<file path="config.mk">
export PLATFORM = sky130hd
export DESIGN_NAME = ysyx_ifu_icache_flat
export DESIGN_NICKNAME = d
export VERILOG_FILES = /design/src/rtl/ysyx_ifu_icache_pkg.sv /design/src/rtl/ysyx_ifu_icache_if.sv /design/src/rtl/ysyx_icache_array.sv /design/src/rtl/ysyx_ifu_icache.sv /design/src/flat_wrapper.sv
export SDC_FILE = /design/constraint.sdc
export NUM_CORES = 2
export LEC_CHECK = 0
export BUFFER_PORTS_ARGS = -buffer_cell sky130_fd_sc_hd__buf_2
export CORE_ASPECT_RATIO = 2
export CORE_UTILIZATION = 29
export CTS_CLUSTER_DIAMETER = 120
export DETAILED_ROUTE_END_ITERATION = 6
export GPL_TIMING_DRIVEN = 0
export PLACE_DENSITY_LB_ADDON = 0.3
export SKIP_CTS_REPAIR_TIMING = 1
export SYNTH_ARGS = -nofsm -noshare
export SYNTH_HDL_FRONTEND = slang
export SYNTH_SLANG_ARGS = --single-unit
</file>
<file path="constraint.sdc">
create_clock -name clk -period 4.45 [get_ports clk]
set_input_delay 0.89 -clock clk [delete_from_list [all_inputs] [get_ports clk]]
set_output_delay 0.89 -clock clk [all_outputs]
set_load 0.01 [all_outputs]
</file>
<file path="src/rtl/ysyx_ifu_icache_pkg.sv">
// Shared definitions for the IFU with direct-mapped L1 I-cache:
// FSM state encoding, default geometry and derived address-field widths.
package ysyx_ifu_icache_pkg;

    localparam int DEF_ADDR_W     = 32;
    localparam int DEF_DATA_W     = 32;
    localparam int DEF_LINE_WORDS = 4;
    localparam int DEF_SETS       = 16;
    localparam int DEF_CNT_W      = 32;

    // Address = {tag, index, word offset, 2'b00}
    localparam int DEF_OFF_W = $clog2(DEF_LINE_WORDS);
    localparam int DEF_IDX_W = $clog2(DEF_SETS);
    localparam int DEF_TAG_W = DEF_ADDR_W - DEF_IDX_W - DEF_OFF_W - 2;

    typedef enum logic [1:0] {
        IDLE   = 2'd0,
        LOOKUP = 2'd1,
        REFILL = 2'd2,
        VALID  = 2'd3
    } ifu_state_e;

    // Tag width left over once index, offset and byte bits are removed.
    function automatic int tag_width(int addr_w, int line_words, int sets);
        return addr_w - $clog2(sets) - $clog2(line_words) - 2;
    endfunction

endpackage

</file>
<file path="src/rtl/ysyx_ifu_icache_if.sv">
// Pipeline handshake (PC in, instruction out), fence.i and instruction bus
// signals of the IFU. master = IFU side, slave = surrounding pipeline/bus.
interface ysyx_ifu_icache_if
    import ysyx_ifu_icache_pkg::*;
#(
    parameter int ADDR_W = DEF_ADDR_W,
    parameter int DATA_W = DEF_DATA_W
);
    logic              prev_valid;
    logic              ready_o;
    logic [ADDR_W-1:0] pc;
    logic              next_ready;
    logic              valid_o;
    logic [DATA_W-1:0] inst_o;
    logic [ADDR_W-1:0] pc_o;
    logic              flush;
    logic [ADDR_W-1:0] ifu_araddr_o;
    logic              ifu_arvalid_o;
    logic [DATA_W-1:0] ifu_rdata;
    logic              ifu_rvalid;

    modport master (
        input  prev_valid, pc, next_ready, flush, ifu_rdata, ifu_rvalid,
        output ready_o, valid_o, inst_o, pc_o, ifu_araddr_o, ifu_arvalid_o
    );

    modport slave (
        output prev_valid, pc, next_ready, flush, ifu_rdata, ifu_rvalid,
        input  ready_o, valid_o, inst_o, pc_o, ifu_araddr_o, ifu_arvalid_o
    );
endinterface

</file>
<file path="src/rtl/ysyx_icache_array.sv">
// Tag/valid/data storage of the direct-mapped I-cache: one synchronous write
// port, combinational read, and a flush-all that clears every valid bit.
module ysyx_icache_array
    import ysyx_ifu_icache_pkg::*;
#(
    parameter int DATA_W     = DEF_DATA_W,
    parameter int LINE_WORDS = DEF_LINE_WORDS,
    parameter int SETS       = DEF_SETS,
    parameter int TAG_W      = DEF_TAG_W,
    localparam int OFF_W     = $clog2(LINE_WORDS),
    localparam int IDX_W     = $clog2(SETS)
) (
    input  logic              clk,
    input  logic              rst,
    input  logic              flush,
    input  logic              wr_en,
    input  logic [IDX_W-1:0]  wr_idx,
    input  logic [OFF_W-1:0]  wr_off,
    input  logic [DATA_W-1:0] wr_data,
    input  logic              tag_we,
    input  logic [TAG_W-1:0]  wr_tag,
    input  logic              set_valid,
    input  logic [IDX_W-1:0]  rd_idx,
    input  logic [OFF_W-1:0]  rd_off,
    output logic              rd_valid,
    output logic [TAG_W-1:0]  rd_tag,
    output logic [DATA_W-1:0] rd_data
);
    logic [DATA_W-1:0] data_mem [SETS*LINE_WORDS];
    logic [TAG_W-1:0]  tag_mem  [SETS];
    logic [SETS-1:0]   valid_vec;

    // Refill beat write into the data store, addressed by {set, word}
    always_ff @(posedge clk) begin
        if (wr_en) data_mem[{wr_idx, wr_off}] <= wr_data;
    end

    // Tag is written once, together with the last beat of a refill
    always_ff @(posedge clk) begin
        if (tag_we) tag_mem[wr_idx] <= wr_tag;
    end

    // Per-set valid bit: reset and flush clear, completed refill sets
    for (genvar gi = 0; gi < SETS; gi++) begin : g_valid
        logic v_reg;
        always_ff @(posedge clk) begin
            if (!rst || flush)
                v_reg <= 1'b0;
            else if (set_valid && wr_idx == IDX_W'(gi))
                v_reg <= 1'b1;
        end
        assign valid_vec[gi] = v_reg;
    end

    assign rd_valid = valid_vec[rd_idx];
    assign rd_tag   = tag_mem[rd_idx];
    assign rd_data  = data_mem[{rd_idx, rd_off}];

endmodule

</file>
<file path="src/rtl/ysyx_ifu_icache.sv">
// Instruction fetch unit with a direct-mapped L1 I-cache. Accepts one PC,
// looks it up, refills a whole line word by word on a miss, then delivers
// one instruction with valid/ready backpressure. Counts hits and misses.
module ysyx_ifu_icache
    import ysyx_ifu_icache_pkg::*;
#(
    parameter int ADDR_W     = DEF_ADDR_W,
    parameter int DATA_W     = DEF_DATA_W,
    parameter int LINE_WORDS = DEF_LINE_WORDS,
    parameter int SETS       = DEF_SETS,
    parameter int CNT_W      = DEF_CNT_W
) (
    input  logic               clk,
    input  logic               rst,
    ysyx_ifu_icache_if.master  bus,
    output logic [CNT_W-1:0]   hit_cnt_o,
    output logic [CNT_W-1:0]   miss_cnt_o
);
    localparam int OFF_W = $clog2(LINE_WORDS);
    localparam int IDX_W = $clog2(SETS);
    localparam int TAG_W = tag_width(ADDR_W, LINE_WORDS, SETS);

    ifu_state_e        state_reg;
    logic [ADDR_W-1:0] req_pc_reg;
    logic [OFF_W-1:0]  beat_reg;
    logic              refilled_reg;    // next LOOKUP is the post-refill one
    logic              flush_pend_reg;  // flush seen while refilling
    logic              valid_reg;
    logic              arvalid_reg;
    logic [ADDR_W-1:0] araddr_reg;
    logic [DATA_W-1:0] inst_reg;
    logic [ADDR_W-1:0] pc_out_reg;
    logic [CNT_W-1:0]  hit_cnt_reg;
    logic [CNT_W-1:0]  miss_cnt_reg;
    logic [DATA_W-1:0] line_buf [LINE_WORDS];

    logic [OFF_W-1:0]  req_off;
    logic [IDX_W-1:0]  req_idx;
    logic [TAG_W-1:0]  req_tag;
    logic [OFF_W-1:0]  beat_next;
    logic              arr_valid;
    logic [TAG_W-1:0]  arr_tag;
    logic [DATA_W-1:0] arr_data;
    logic              beat_fire;
    logic              last_beat;
    logic              hit;

    assign req_off   = req_pc_reg[OFF_W+1:2];
    assign req_idx   = req_pc_reg[OFF_W+2 +: IDX_W];
    assign req_tag   = req_pc_reg[ADDR_W-1 -: TAG_W];
    assign beat_next = beat_reg + OFF_W'(1);
    assign beat_fire = (state_reg == REFILL) && bus.ifu_rvalid;
    assign last_beat = beat_fire && (beat_reg == OFF_W'(LINE_WORDS - 1));
    assign hit       = arr_valid && (arr_tag == req_tag);

    ysyx_icache_array #(
        .DATA_W     (DATA_W),
        .LINE_WORDS (LINE_WORDS),
        .SETS       (SETS),
        .TAG_W      (TAG_W)
    ) u_array (
        .clk       (clk),
        .rst       (rst),
        .flush     (bus.flush),
        .wr_en     (beat_fire),
        .wr_idx    (req_idx),
        .wr_off    (beat_reg),
        .wr_data   (bus.ifu_rdata),
        .tag_we    (last_beat),
        .wr_tag    (req_tag),
        .set_valid (last_beat && !flush_pend_reg && !bus.flush),
        .rd_idx    (req_idx),
        .rd_off    (req_off),
        .rd_valid  (arr_valid),
        .rd_tag    (arr_tag),
        .rd_data   (arr_data)
    );

    // Line buffer keeps the refilled words so a flushed refill can still deliver
    always_ff @(posedge clk) begin
        if (beat_fire) line_buf[beat_reg] <= bus.ifu_rdata;
    end

    // Fetch FSM with registered bus and pipeline outputs
    always_ff @(posedge clk) begin
        if (!rst) begin
            state_reg      <= IDLE;
            req_pc_reg     <= '0;
            beat_reg       <= '0;
            refilled_reg   <= 1'b0;
            flush_pend_reg <= 1'b0;
            valid_reg      <= 1'b0;
            arvalid_reg    <= 1'b0;
            araddr_reg     <= '0;
            inst_reg       <= '0;
            pc_out_reg     <= '0;
            hit_cnt_reg    <= '0;
            miss_cnt_reg   <= '0;
        end else begin
            if (bus.flush && state_reg == REFILL) flush_pend_reg <= 1'b1;
            case (state_reg)
                IDLE: begin
                    if (bus.prev_valid) begin
                        req_pc_reg <= bus.pc;
                        state_reg  <= LOOKUP;
                    end
                end
                LOOKUP: begin
                    if (refilled_reg) begin
                        // Line just arrived: deliver without touching counters
                        inst_reg       <= flush_pend_reg ? line_buf[req_off] : arr_data;
                        pc_out_reg     <= req_pc_reg;
                        valid_reg      <= 1'b1;
                        refilled_reg   <= 1'b0;
                        flush_pend_reg <= 1'b0;
                        state_reg      <= VALID;
                    end else if (hit) begin
                        inst_reg    <= arr_data;
                        pc_out_reg  <= req_pc_reg;
                        valid_reg   <= 1'b1;
                        hit_cnt_reg <= hit_cnt_reg + CNT_W'(1);
                        state_reg   <= VALID;
                    end else begin
                        miss_cnt_reg <= miss_cnt_reg + CNT_W'(1);
                        beat_reg     <= '0;
                        arvalid_reg  <= 1'b1;
                        araddr_reg   <= {req_tag, req_idx, {OFF_W{1'b0}}, 2'b00};
                        state_reg    <= REFILL;
                    end
                end
                REFILL: begin
                    if (bus.ifu_rvalid) begin
                        if (last_beat) begin
                            arvalid_reg  <= 1'b0;
                            beat_reg     <= '0;
                            refilled_reg <= 1'b1;
                            state_reg    <= LOOKUP;
                        end else begin
                            beat_reg   <= beat_next;
                            araddr_reg <= {req_tag, req_idx, beat_next, 2'b00};
                        end
                    end
                end
                VALID: begin
                    if (bus.next_ready) begin
                        valid_reg <= 1'b0;
                        state_reg <= IDLE;
                    end
                end
            endcase
        end
    end

    assign bus.ready_o       = (state_reg == IDLE);
    assign bus.valid_o       = valid_reg;
    assign bus.inst_o        = inst_reg;
    assign bus.pc_o          = pc_out_reg;
    assign bus.ifu_araddr_o  = araddr_reg;
    assign bus.ifu_arvalid_o = arvalid_reg;
    assign hit_cnt_o         = hit_cnt_reg;
    assign miss_cnt_o        = miss_cnt_reg;

endmodule

</file>
<file path="src/flat_wrapper.sv">
// flat-port wrapper written by rule: the top's interface ports become plain ports
module ysyx_ifu_icache_flat import ysyx_ifu_icache_pkg::*;
#(
    parameter int ADDR_W     = DEF_ADDR_W,
    parameter int DATA_W     = DEF_DATA_W,
    parameter int LINE_WORDS = DEF_LINE_WORDS,
    parameter int SETS       = DEF_SETS,
    parameter int CNT_W      = DEF_CNT_W
)
  (clk, rst, hit_cnt_o, miss_cnt_o, bus_prev_valid, bus_pc, bus_next_ready, bus_flush, bus_ifu_rdata, bus_ifu_rvalid, bus_ready_o, bus_valid_o, bus_inst_o, bus_pc_o, bus_ifu_araddr_o, bus_ifu_arvalid_o);
  ysyx_ifu_icache_if #(.ADDR_W(ADDR_W), .DATA_W(DATA_W)) bus_i ();
  input  logic clk;
  input  logic rst;
  output logic [CNT_W-1:0] hit_cnt_o;
  output logic [CNT_W-1:0] miss_cnt_o;
  input wire logic [$bits(bus_i.prev_valid)-1:0] bus_prev_valid;
  input wire logic [$bits(bus_i.pc)-1:0] bus_pc;
  input wire logic [$bits(bus_i.next_ready)-1:0] bus_next_ready;
  input wire logic [$bits(bus_i.flush)-1:0] bus_flush;
  input wire logic [$bits(bus_i.ifu_rdata)-1:0] bus_ifu_rdata;
  input wire logic [$bits(bus_i.ifu_rvalid)-1:0] bus_ifu_rvalid;
  output wire logic [$bits(bus_i.ready_o)-1:0] bus_ready_o;
  output wire logic [$bits(bus_i.valid_o)-1:0] bus_valid_o;
  output wire logic [$bits(bus_i.inst_o)-1:0] bus_inst_o;
  output wire logic [$bits(bus_i.pc_o)-1:0] bus_pc_o;
  output wire logic [$bits(bus_i.ifu_araddr_o)-1:0] bus_ifu_araddr_o;
  output wire logic [$bits(bus_i.ifu_arvalid_o)-1:0] bus_ifu_arvalid_o;
  assign bus_i.prev_valid = bus_prev_valid;
  assign bus_i.pc = bus_pc;
  assign bus_i.next_ready = bus_next_ready;
  assign bus_i.flush = bus_flush;
  assign bus_i.ifu_rdata = bus_ifu_rdata;
  assign bus_i.ifu_rvalid = bus_ifu_rvalid;
  assign bus_ready_o = bus_i.ready_o;
  assign bus_valid_o = bus_i.valid_o;
  assign bus_inst_o = bus_i.inst_o;
  assign bus_pc_o = bus_i.pc_o;
  assign bus_ifu_araddr_o = bus_i.ifu_araddr_o;
  assign bus_ifu_arvalid_o = bus_i.ifu_arvalid_o;
  ysyx_ifu_icache #(.ADDR_W(ADDR_W), .DATA_W(DATA_W), .LINE_WORDS(LINE_WORDS), .SETS(SETS), .CNT_W(CNT_W)) u_core (.clk(clk), .rst(rst), .bus(bus_i), .hit_cnt_o(hit_cnt_o), .miss_cnt_o(miss_cnt_o));
endmodule
</file>
==> out/metrics.cfg <==
[clocking]
htree_levels=4
cts.clk_slew.worst_paths_ns=0.07
clock_path_buffers=4
clock_sinks=2780
cts_buffers=227
cts_tree=yes
cts_root_buffer=clkbuf_16
clock_latency_ns=0.92

[final_layout]
n_fill_cell=34500
utilization_pct=34.2
drive_gt1_share_pct=29.0
syn2layout_area_growth_pct=17.5
top_regs=u_core.u_array.data_mem x2048, u_core.u_array.tag_mem x384, u_core.line_buf x128
fin_cells=10900
largest_register=u_core.u_array.data_mem
nNetsFinal=5873
largest_register_ff_count=2048

[setup_path]
arrival_ns=5.33
crit_path_end_kind=register
required_ns=5.29
path_max_fanout=10
crit_path_start_kind=register
reg2reg_to=u_core.bus.inst_o[2]$_SDFFE_PN0P_
crit_end=u_core.bus.inst_o[2]$_SDFFE_PN0P_
critical_path_class=register to register
r2r_cells=10
r2r_setup_slack_ns=-0.04

[pwr]
power.switching_uw=12100
p_clk_share_pct=39.3
leakagePower_uw=0.0382
p_per_area_mw_per_mm2=424
vdd_drop_max_uv=301
p_int_uw=41100
p_seq_share_pct=54.0
swShare_pct=22.8
share_comb_of_total_power_pct=6.7

[timing]
hold_viol_final=0
skew_ns=0.0493
setup_tns_ns=-0.157
fin_hold_ws_ns=0.216
timing.fmax_mhz=223
finalCritPeriodShare_pct=101
tightest_slew_ns=1.45
drv_slew=0
period_minus_slack_ns=4.49
setup_slack_ns=-0.0361
setup_viol=8
maxSlewHeadroom_pct=3.07

[synthesis]
synthFlopType=edfxtp_1
ys_warn_count=0
synth-edff-count=2560
ys_seq_elements=2780
avgSynthCellArea_um2=20.5
syn_inst=5218
syn_area_mm2=0.107
seq_area_frac_synth_pct=76.0
synthArstFlopShare_pct=0
yosysUniqueCellTypes=70

[global_routing]
grt_max_degree=69
grt_overflow=0
grt_pass1_vias=57400
grt_first_pass_wirelength_mm=468
antenna_found_initial=19
groute.usage.overall_pct=18.2

[floorplanning]
die-area_mm2=0.371
boundaryPins=233
start_util_pct=29.1
rows=315
dieHeight_um=861
coreArea_mm2=0.367
die_w_um=431

[routing]
totalWireLength_mm=346
vias=54800
via_per_inst=5.03
route.detailed.drc=4
ant_nets=0
drtIter0Drc=5218
drtPass1Iterations=7
wl_per_cell_um=31.7

[placement]
dp.cells=10500
place_hpwl_mm=247
place_congestion=0.923
portBuffers=230
pre_cts_ws_ns=-2.18

[outcome]
status=finished, violations left
violations=DRC, setup timing

[min_path]
worst_hold_path_type=input port to register
hold_depth=1

[run]
maxCapViolations=0

-- power groups by stage --
stage | sequential [uW] | clock [uW] | combinational, uW
after CTS | 28700 | 21200 | 3530
after floorplan | 29200 | 0 | 1750
after global routing | 28700 | 22000 | 3690
after detailed placement | 29300 | 0 | 3520
final | 28700 | 20900 | 3590
after global placement | 29300 | 0 | 3410
-- synthesized netlist by cell type, types with 16 or more instances --
master	number	share of area, %
a21oi_1	253	1.2
a22o_1	31	0.25
a22oi_1	35	0.25
a311oi_1	25	0.20
and2_1	20	0.12
and3_1	28	0.16
buf_1	45	0.16
buf_2	62	0.29
buf_4	18	0.13
clkbuf_1	169	0.59
dfxtp_1	220	4.1
edfxtp_1	2560	72
inv_1	16	0.056
mux2i_1	199	1.9
mux4_2	677	14
nand2_1	210	0.74
nand2b_1	16	0.094
nand3_1	102	0.48
nand4_1	44	0.26
nor2_1	152	0.53
o21ai_0	86	0.40
or3_1	18	0.11
xnor2_1	22	0.18
-- final cells by class --
type,instances,area (um^2),area share [%]
well taps,4913,6150,4.89
diodes,4,10.0,0.00797
flip-flops and latches,2780,81300,64.7
clock buffers,267,5900,4.70
inverters,19,75.1,0.0598
clock inverters,147,1540,1.22
repair buffers,351,3740,2.98
plain buffers,299,1660,1.32
multi-input cells,2119,25300,20.1
-- per-stage QoR --
stage	instance area (um^2)	total power, uW
3_3_place_gp	114000	32700
6_report	126000	53200
5_1_grt	126000	54400
4_1_cts	125000	53500
3_5_place_dp	117000	32800
2_1_floorplan	107000	31000
-- layout by cell type, fill, tap and decap left out, types with 16 or more instances in the layout --
cell type  synthesis  final
clkinv_1           1     44
nand3_1          102    102
xnor2_1           22     21
o21ai_0           86     86
buf_12             0     88
nor2_1           152     70
a311oi_1          25     25
nor2_4             0     80
clkbuf_4           0     51
buf_2             62    238
mux2i_1          199    182
and2_1            20     16
bufinv_16          0     32
nand2b_1          16     16
buf_16             0     26
nand4_1           44     44
a21oi_2            0     18
a22o_1            31     31
clkbuf_16          0    230
buf_4             18     45
a22oi_1           35     32
buf_6              7     19
clkbuf_2           0     69
edfxtp_1        2560   2560
clkbuf_1         169    139
and3_1            28     28
a21oi_1          253    226
dfxtp_1          220    218
mux4_2           677    677
or3_1             18     18
clkinv_2           0     52
nand2_1          210    210
-- kinds of logic (layout without fill, tap and decap cells) --
family / after synthesis / count (layout) / share of synthesized area [%]
compound gates: 524 / 524 / 3.02
mux: 891 / 891 / 16.3
simple gates: 660 / 660 / 2.96
xor+xnor: 36 / 36 / 0.295
other cells: 1 / 6 / 0.00351
buf+inv: 320 / 1083 / 1.31
fa+ha+maj: 6 / 6 / 0.0702
flops: 2780 / 2780 / 76.0
-- layer usage --
metal	vias up	part of all wire, %	wire length, um	global-route usage [%]
met3	696	4.2	14400	2.02
met1	29400	31	107000	17.2
met5	-	0.015	51	0
met2	1956	57	196000	36.0
li1	22700	-	-	-
met4	8	8.1	28100	12.6
-- how the worst min path moves through the flow --
stage / endpoint / startpoint / slack, ns
2_1_floorplan: u_core.u_array.g_valid[10].v_reg$_SDFFE_PP0P_ / u_core.u_array.g_valid[10].v_reg$_SDFFE_PP0P_ / 0.43
3_3_place_gp: u_core.u_array.g_valid[7].v_reg$_SDFFE_PP0P_ / u_core.u_array.g_valid[7].v_reg$_SDFFE_PP0P_ / 0.44
3_5_place_dp: u_core.bus.ifu_araddr_o[5]$_SDFFE_PN0P_ / u_core.bus.ifu_araddr_o[5]$_SDFFE_PN0P_ / 0.45
4_1_cts: u_core.req_pc_reg[21]$_SDFFE_PN0P_ / bus_pc[21] / 0.17
5_1_grt: u_core.u_array.data_mem[11][0]$_DFFE_PP_ / bus_ifu_rdata[0] / 0.19
6_report: u_core.u_array.data_mem[11][0]$_DFFE_PP_ / bus_ifu_rdata[0] / 0.22
-- worst max-delay path: stages (launching register included) --
cell and delay (ns):
dfxtp_1 0.61, clkbuf_2 0.45, clkbuf_2 0.48, clkbuf_2 0.52
clkbuf_2 0.57, clkbuf_2 0.46, mux4_2 0.38, a21oi_1 0.14
a21oi_4 0.44, nand3_1 0.15, a21oi_1 0.16
Note: power is estimated with default switching activity, not from simulation.
